### config.mk
export PLATFORM = sky130hd
export DESIGN_NAME = sigmoid_seq
export DESIGN_NICKNAME = d
export VERILOG_FILES = /design/src/rtl/sig_pkg.sv /design/src/rtl/sig_coef_rom.sv /design/src/rtl/sigmoid_seq.sv
export SDC_FILE = /design/constraint.sdc
export NUM_CORES = 2
export LEC_CHECK = 0
export CORE_AREA = 2 2 271 273
export CTS_BUF_LIST = sky130_fd_sc_hd__clkbuf_2
export DETAILED_ROUTE_END_ITERATION = 8
export DIE_AREA = 0 0 273 275
export HOLD_SLACK_MARGIN = 0.15
export PLACE_DENSITY = 0.71
export SKIP_CTS_REPAIR_TIMING = 1
export SYNTH_ARGS = -nofsm -noshare
export SYNTH_HDL_FRONTEND = slang
export SYNTH_HIERARCHICAL = 1
export SYNTH_SLANG_ARGS = --single-unit
### constraint.sdc
create_clock -name clk -period 14.5 [get_ports clk]
set_input_delay 2.9 -clock clk [delete_from_list [all_inputs] [get_ports clk]]
set_output_delay 2.9 -clock clk [all_outputs]
set_load 0.005 [all_outputs]
### src/rtl/sig_pkg.sv
// Shared Q8.24 constants, segment boundaries, expansion points and FSM state
// encoding for the piecewise-Taylor sigmoid sequencer.
package sig_pkg;

    localparam int SEG_W = 3;

    localparam logic [31:0] ONE  = 32'h0100_0000;
    localparam logic [31:0] HALF = 32'h0080_0000;

    localparam logic [31:0] TH_1 = 32'h0100_0000;
    localparam logic [31:0] TH_2 = 32'h0200_0000;
    localparam logic [31:0] TH_3 = 32'h0300_0000;
    localparam logic [31:0] TH_4 = 32'h0400_0000;
    localparam logic [31:0] TH_6 = 32'h0600_0000;

    localparam logic [31:0] A_SEG0 = 32'h0000_0000;
    localparam logic [31:0] A_SEG1 = 32'h0180_0000;
    localparam logic [31:0] A_SEG2 = 32'h0280_0000;
    localparam logic [31:0] A_SEG3 = 32'h0380_0000;
    localparam logic [31:0] A_SEG4 = 32'h0500_0000;

    localparam logic [SEG_W-1:0] SEG_SAT = 3'd5;

    typedef enum logic [2:0] {
        ST_IDLE   = 3'd0,
        ST_SEG    = 3'd1,
        ST_HORNER = 3'd2,
        ST_FIX    = 3'd3,
        ST_DONE   = 3'd4
    } state_t;

    function automatic logic [SEG_W-1:0] seg_of(input logic [31:0] ax);
        if (ax < TH_1)      return 3'd0;
        else if (ax < TH_2) return 3'd1;
        else if (ax < TH_3) return 3'd2;
        else if (ax < TH_4) return 3'd3;
        else if (ax < TH_6) return 3'd4;
        else                return SEG_SAT;
    endfunction

    // The saturated segment reuses seg4's point; its d is never consumed.
    function automatic logic [31:0] exp_point(input logic [SEG_W-1:0] s);
        case (s)
            3'd1:    return A_SEG1;
            3'd2:    return A_SEG2;
            3'd3:    return A_SEG3;
            3'd4:    return A_SEG4;
            3'd5:    return A_SEG4;
            default: return A_SEG0;
        endcase
    endfunction

endpackage

### src/rtl/sig_coef_rom.sv
// Taylor coefficients C[s][k] = round(sigmoid^(k)(a_s)/k! * 2^24), Q8.24.
// Combinational lookup; the saturated segment has no polynomial.
module sig_coef_rom
    import sig_pkg::*;
#(
    parameter int DWIDTH = 32
) (
    input  logic [2:0]        seg,
    input  logic [1:0]        term,
    output logic [DWIDTH-1:0] coef
);

    always_comb begin
        coef = '0;
        case ({seg, term})
            5'b000_00: coef = DWIDTH'(HALF);
            5'b000_01: coef = DWIDTH'(32'sd4194304);
            5'b000_10: coef = '0;
            5'b000_11: coef = DWIDTH'(-32'sd349525);
            5'b001_00: coef = DWIDTH'(32'sd13716624);
            5'b001_01: coef = DWIDTH'(32'sd2502262);
            5'b001_10: coef = DWIDTH'(-32'sd794655);
            5'b001_11: coef = DWIDTH'(32'sd43840);
            5'b010_00: coef = DWIDTH'(32'sd15504527);
            5'b010_01: coef = DWIDTH'(32'sd1176145);
            5'b010_10: coef = DWIDTH'(-32'sd498852);
            5'b010_11: coef = DWIDTH'(32'sd113572);
            5'b011_00: coef = DWIDTH'(32'sd16285438);
            5'b011_01: coef = DWIDTH'(32'sd477363);
            5'b011_10: coef = DWIDTH'(-32'sd224689);
            5'b011_11: coef = DWIDTH'(32'sd65978);
            5'b100_00: coef = DWIDTH'(32'sd16664929);
            5'b100_01: coef = DWIDTH'(32'sd111536);
            5'b100_10: coef = DWIDTH'(-32'sd55021);
            5'b100_11: coef = DWIDTH'(32'sd17848);
            default:   coef = '0;
        endcase
    end

endmodule

### src/rtl/sigmoid_seq.sv
// Multi-cycle sigmoid(x) for one Q8.24 operand: segment select, Horner loop in
// (|x| - a) on one shared multiplier, then clamp and sign symmetry.
//   state  | meaning
//   IDLE   | ready; capture sign and |x| on in_valid
//   SEG    | pick segment, load d = |x| - a and top coefficient
//   HORNER | ORDER multiply-add steps, acc = trunc(acc*d) + C[seg][.]
//   FIX    | clamp to [0, ONE], mirror for negative x
//   DONE   | hold result until out_ready
module sigmoid_seq
    import sig_pkg::*;
#(
    parameter int DWIDTH = 32,
    parameter int FRAC   = 24,
    parameter int ORDER  = 3
) (
    input  logic              clk,
    input  logic              rst,
    input  logic              in_valid,
    output logic              in_ready,
    input  logic [DWIDTH-1:0] in_data,
    output logic              out_valid,
    input  logic              out_ready,
    output logic [DWIDTH-1:0] out_data,
    output logic              busy,
    output logic [2:0]        seg
);

    localparam logic [1:0]        TERM_TOP  = 2'(ORDER);
    localparam logic [1:0]        TERM_LAST = 2'(ORDER - 1);
    localparam logic [DWIDTH-1:0] ONE_W     = DWIDTH'(ONE);
    localparam logic [DWIDTH-1:0] MOST_NEG  = {1'b1, {(DWIDTH-1){1'b0}}};
    localparam logic [DWIDTH-1:0] MOST_POS  = {1'b0, {(DWIDTH-1){1'b1}}};

    state_t            state_q, state_d;
    logic              neg_q, neg_d;
    logic [DWIDTH-1:0] ax_q, ax_d;
    logic [DWIDTH-1:0] d_q, d_d;
    logic [DWIDTH-1:0] acc_q, acc_d;
    logic [DWIDTH-1:0] out_data_q, out_data_d;
    logic [2:0]        seg_q, seg_d;
    logic [1:0]        k_q, k_d;

    logic [2:0]              seg_calc;
    logic [2:0]              rom_seg;
    logic [1:0]              rom_term;
    logic [DWIDTH-1:0]       rom_coef;
    logic signed [2*DWIDTH-1:0] prod;
    logic [DWIDTH-1:0]       prod_trunc;
    logic                    prod_unused;
    logic [DWIDTH-1:0]       p_clamp;

    assign seg_calc = seg_of(32'(ax_q));

    // One ROM port: SEG fetches the top term, HORNER walks down from there.
    assign rom_seg  = (state_q == ST_SEG) ? seg_calc : seg_q;
    assign rom_term = (state_q == ST_SEG) ? TERM_TOP : TERM_LAST - k_q;

    sig_coef_rom #(.DWIDTH(DWIDTH)) u_coef_rom (
        .seg  (rom_seg),
        .term (rom_term),
        .coef (rom_coef)
    );

    assign prod        = $signed(acc_q) * $signed(d_q);
    assign prod_trunc  = prod[DWIDTH+FRAC-1:FRAC];
    assign prod_unused = ^{prod[2*DWIDTH-1:DWIDTH+FRAC], prod[FRAC-1:0]};

    always_comb begin
        p_clamp = acc_q;
        if (seg_q == SEG_SAT)
            p_clamp = ONE_W;
        else if ($signed(acc_q) < 0)
            p_clamp = '0;
        else if ($signed(acc_q) > $signed(ONE_W))
            p_clamp = ONE_W;
    end

    always_comb begin
        state_d    = state_q;
        neg_d      = neg_q;
        ax_d       = ax_q;
        d_d        = d_q;
        acc_d      = acc_q;
        out_data_d = out_data_q;
        seg_d      = seg_q;
        k_d        = k_q;
        case (state_q)
            ST_IDLE: begin
                if (in_valid) begin
                    neg_d = in_data[DWIDTH-1];
                    if (in_data == MOST_NEG)
                        ax_d = MOST_POS;
                    else if (in_data[DWIDTH-1])
                        ax_d = -in_data;
                    else
                        ax_d = in_data;
                    state_d = ST_SEG;
                end
            end
            ST_SEG: begin
                seg_d   = seg_calc;
                d_d     = ax_q - DWIDTH'(exp_point(seg_calc));
                acc_d   = rom_coef;
                k_d     = '0;
                state_d = (seg_calc == SEG_SAT) ? ST_FIX : ST_HORNER;
            end
            ST_HORNER: begin
                acc_d = prod_trunc + rom_coef;
                k_d   = k_q + 2'd1;
                if (k_q == TERM_LAST)
                    state_d = ST_FIX;
            end
            ST_FIX: begin
                out_data_d = neg_q ? (ONE_W - p_clamp) : p_clamp;
                state_d    = ST_DONE;
            end
            ST_DONE: begin
                if (out_ready)
                    state_d = ST_IDLE;
            end
            default: state_d = ST_IDLE;
        endcase
    end

    always_ff @(posedge clk) begin
        if (rst) begin
            state_q    <= ST_IDLE;
            neg_q      <= 1'b0;
            ax_q       <= '0;
            d_q        <= '0;
            acc_q      <= '0;
            out_data_q <= '0;
            seg_q      <= '0;
            k_q        <= '0;
        end else begin
            state_q    <= state_d;
            neg_q      <= neg_d;
            ax_q       <= ax_d;
            d_q        <= d_d;
            acc_q      <= acc_d;
            out_data_q <= out_data_d;
            seg_q      <= seg_d;
            k_q        <= k_d;
        end
    end

    assign in_ready  = (state_q == ST_IDLE) && !rst;
    assign out_valid = (state_q == ST_DONE);
    assign busy      = (state_q != ST_IDLE);
    assign out_data  = out_data_q;
    assign seg       = seg_q;

endmodule

==> qor.yml <==
whs_endpoint: "d_q[7]$_SDFFE_PP0P_"
timing.rr.end: "acc_q[29]$_SDFFE_PP0P_"
final_common_cell: "fa_1"
dieWidth_um: 273
hp-start: "ax_q[7]$_SDFFE_PP0P_"
cts-root-buf: "clkbuf_2"
fp.dieH_um: 275
gp_congestion: 0.966
crit_type: "flop to flop"
powerDensity_mw_per_mm2: 147
io_buffers: 73
die_area_mm2: 0.0751
syn_avg_cell_area_um2: 8.87
hold_depth: 2
synth_top_flop_cell: "dfxtp_1"
final_cell_mix: "fa_1 (984), inv_1 (903), nand2_1 (699), and2_1 (499), ha_1 (223)"
crit_arrival_ps: 11750
r2r-start: "acc_q[9]$_SDFFE_PP0P_"
clk_pin_slew_worst_paths_ps: 340
syn2layout_area_growth_pct: 3.80
overflow: 0
drv_slew: 0
ioPinCount: 74
synth_warnings: 6
initial_utilization: 0.575
wl_per_cell_um: 20.3
fin_hold_ws_ps: 431
nets: 5806
worst_pin_slew_ps: 1200
clk_latency_ps: 830
dr.pass1.iters: 7
async_reset_ff_frac: 0
worstRegToRegCells: 30
cts_buffer_depth: 2
setup_tns_ps: 0
rows: 99
yosysUniqueCellTypes: 72
cellLeakagePower_nw: 20.7
drive_gt1_frac: 0.0328
cp_common_cell: "fa_1"
dp_hpwl_um: 87400
drtAntennaViolNets: 0
drcViolationCount: 0
synthesis.area_mm2: 0.0416
rsz0062_at_grt: "no"
ys_seq_area_frac: 0.0659
via_count: 31182
cts_htree_levels: 4
min_period_ps: 11090
grt_pass1_wl_um: 183000
slowest_stage: "dfxtp_1"
worstPathMaxFanout: 19
hold_viol: 0
rrSetupSlack_ps: 3410
setup_viol_count_final: 0
status: "complete, no violations"
end_kind: "flop"
viasPerCell: 5.63
fp.coreArea_mm2: 0.0723
drt_wl_total_um: 112000
synth_fp_nets: 5932
cts_buffers: 17
irDropWorstVdd_mv: 0.250
antenna_found_initial: 5
clock_skew_ps: 94.2
cpPeakStageDelay_ps: 1100
grt_pass1_vias: 33140
grtUsageTotal: 0.315
required_ps: 15160
finalCritPeriodShare: 0.765
drt_iter0_drc: 2465
max-cap-violations: 0
cts_tree: "done"
grt_max_degree: 81
ys_ff_latch: 137
max_freq_mhz: 90.2
start_kind: "flop"
min_path_type: "flop to flop"
syn-instance-count: 4689
max-slew-margin-rel: 0.198
clock_sinks: 137
synth_edf_count: 0
[state kept, by name (all words and copies together) (netlist names)]
signal and cells:
acc_q 32, ax_q 32, d_q 32, out_data 32, seg 3, state_q 3
k_q 2, neg_q 1
[worst max-delay path by stage]
stage	to	slack, ps	cells past startpoint	startpoint
after detailed placement	acc_q[31]$_SDFFE_PP0P_	3800	32	acc_q[9]$_SDFFE_PP0P_
after global placement	acc_q[31]$_SDFFE_PP0P_	3770	32	acc_q[9]$_SDFFE_PP0P_
after CTS	acc_q[31]$_SDFFE_PP0P_	3620	32	acc_q[9]$_SDFFE_PP0P_
after floorplan	acc_q[30]$_SDFFE_PP0P_	5220	35	acc_q[10]$_SDFFE_PP0P_
after global routing	acc_q[31]$_SDFFE_PP0P_	3100	32	acc_q[9]$_SDFFE_PP0P_
final	acc_q[29]$_SDFFE_PP0P_	3410	30	acc_q[9]$_SDFFE_PP0P_
[cell families after synthesis]
family                   share of synthesized area
AO/OA/AOI/OAI                               0.0713
XOR/XNOR                                    0.0288
adder cells (fa/ha/maj)                      0.540
buffers and inverters                        0.111
flip-flops                                  0.0659
multiplexers                               0.00201
AND/OR/NAND/NOR                              0.181
[routing by layer]
| metal | up-vias | global-route usage | wire, um |
|---|---|---|---|
| li1 | 13752 | - | - |
| met1 | 16118 | 0.408 | 43900 |
| met2 | 1101 | 0.548 | 56200 |
| met3 | 211 | 0.0376 | 7510 |
| met4 | 0 | 0.118 | 4590 |
| met5 | - | 0 | 0 |
[metrics by stage]
stage | util | power (mW) | worst slack [ps] | instances | instance area (um^2)
3_5_place_dp | 0.594 | 5.99 | 3800 | 5503 | 42900
2_1_floorplan | - | 4.45 | 5220 | 4689 | 41600
3_3_place_gp | 0.594 | 5.95 | 3770 | 5503 | 42900
5_1_grt | 0.597 | 6.90 | 3100 | 5536 | 43200
6_report | 0.597 | 6.36 | 3410 | 5537 | 43200
4_1_cts | 0.597 | 6.28 | 3620 | 5535 | 43200
[synth_stat cells (all sizes together), types with 4 or more instances]
library cell / number / area (um^2)
fa: 984 / 19700
inv: 903 / 3390
nand2: 699 / 2620
and2: 499 / 3120
clkbuf: 256 / 962
ha: 223 / 2790
a21oi: 158 / 795
nor2: 138 / 518
dfxtp: 137 / 2740
o21ai: 84 / 424
xnor2: 74 / 648
xor2: 63 / 552
a211oi: 46 / 355
buf: 43 / 265
a21o: 33 / 248
nor3: 33 / 165
nor2b: 32 / 200
nand3: 28 / 140
nand2b: 27 / 176
a311oi: 23 / 201
o21bai: 18 / 135
o31ai: 15 / 113
nor4: 12 / 75.1
nand4: 11 / 68.8
nor3b: 11 / 82.6
or3: 11 / 68.8
o21a: 10 / 75.1
a21boi: 8 / 63.8
o211ai: 8 / 60.1
o22ai: 8 / 50.1
a31oi: 7 / 43.8
o41ai: 7 / 61.3
a211o: 6 / 52.6
a22oi: 6 / 45.0
a31o: 6 / 52.6
and3: 6 / 37.5
nand3b: 6 / 57.6
or4: 6 / 48.8
mux2i: 5 / 50.1
or2: 5 / 31.3
a221oi: 4 / 35.0
[worst max-delay path, delay by kind of cell (launching register included)]
kind                     cells  cell delay (ps)
adder cells (fa/ha/maj)     10             4780
AO/OA/AOI/OAI                9             2780
AND/OR/NAND/NOR              7             1470
flip-flops                   1             1100
buffers and inverters        2              510
XOR/XNOR                     2              240
[layout make-up]
type	instances	area (um^2)
multi-input cells	3350	34300
fillers	6433	29100
inverters	903	3390
flip-flops and latches	137	2740
repair buffers	154	1340
well taps	959	1200
clock inverters	15	156
clock buffers	17	85.1
diodes	2	5.00
[report_power, final]
part	leakage [nW]	internal (mW)	total [mW]	switching, mW
clock network	0.144	0.0703	0.256	0.186
logic	19.4	1.99	5.46	3.47
registers	1.12	0.472	0.646	0.174
total	20.7	2.53	6.36	3.83
Power figures use the tool's default switching activity.
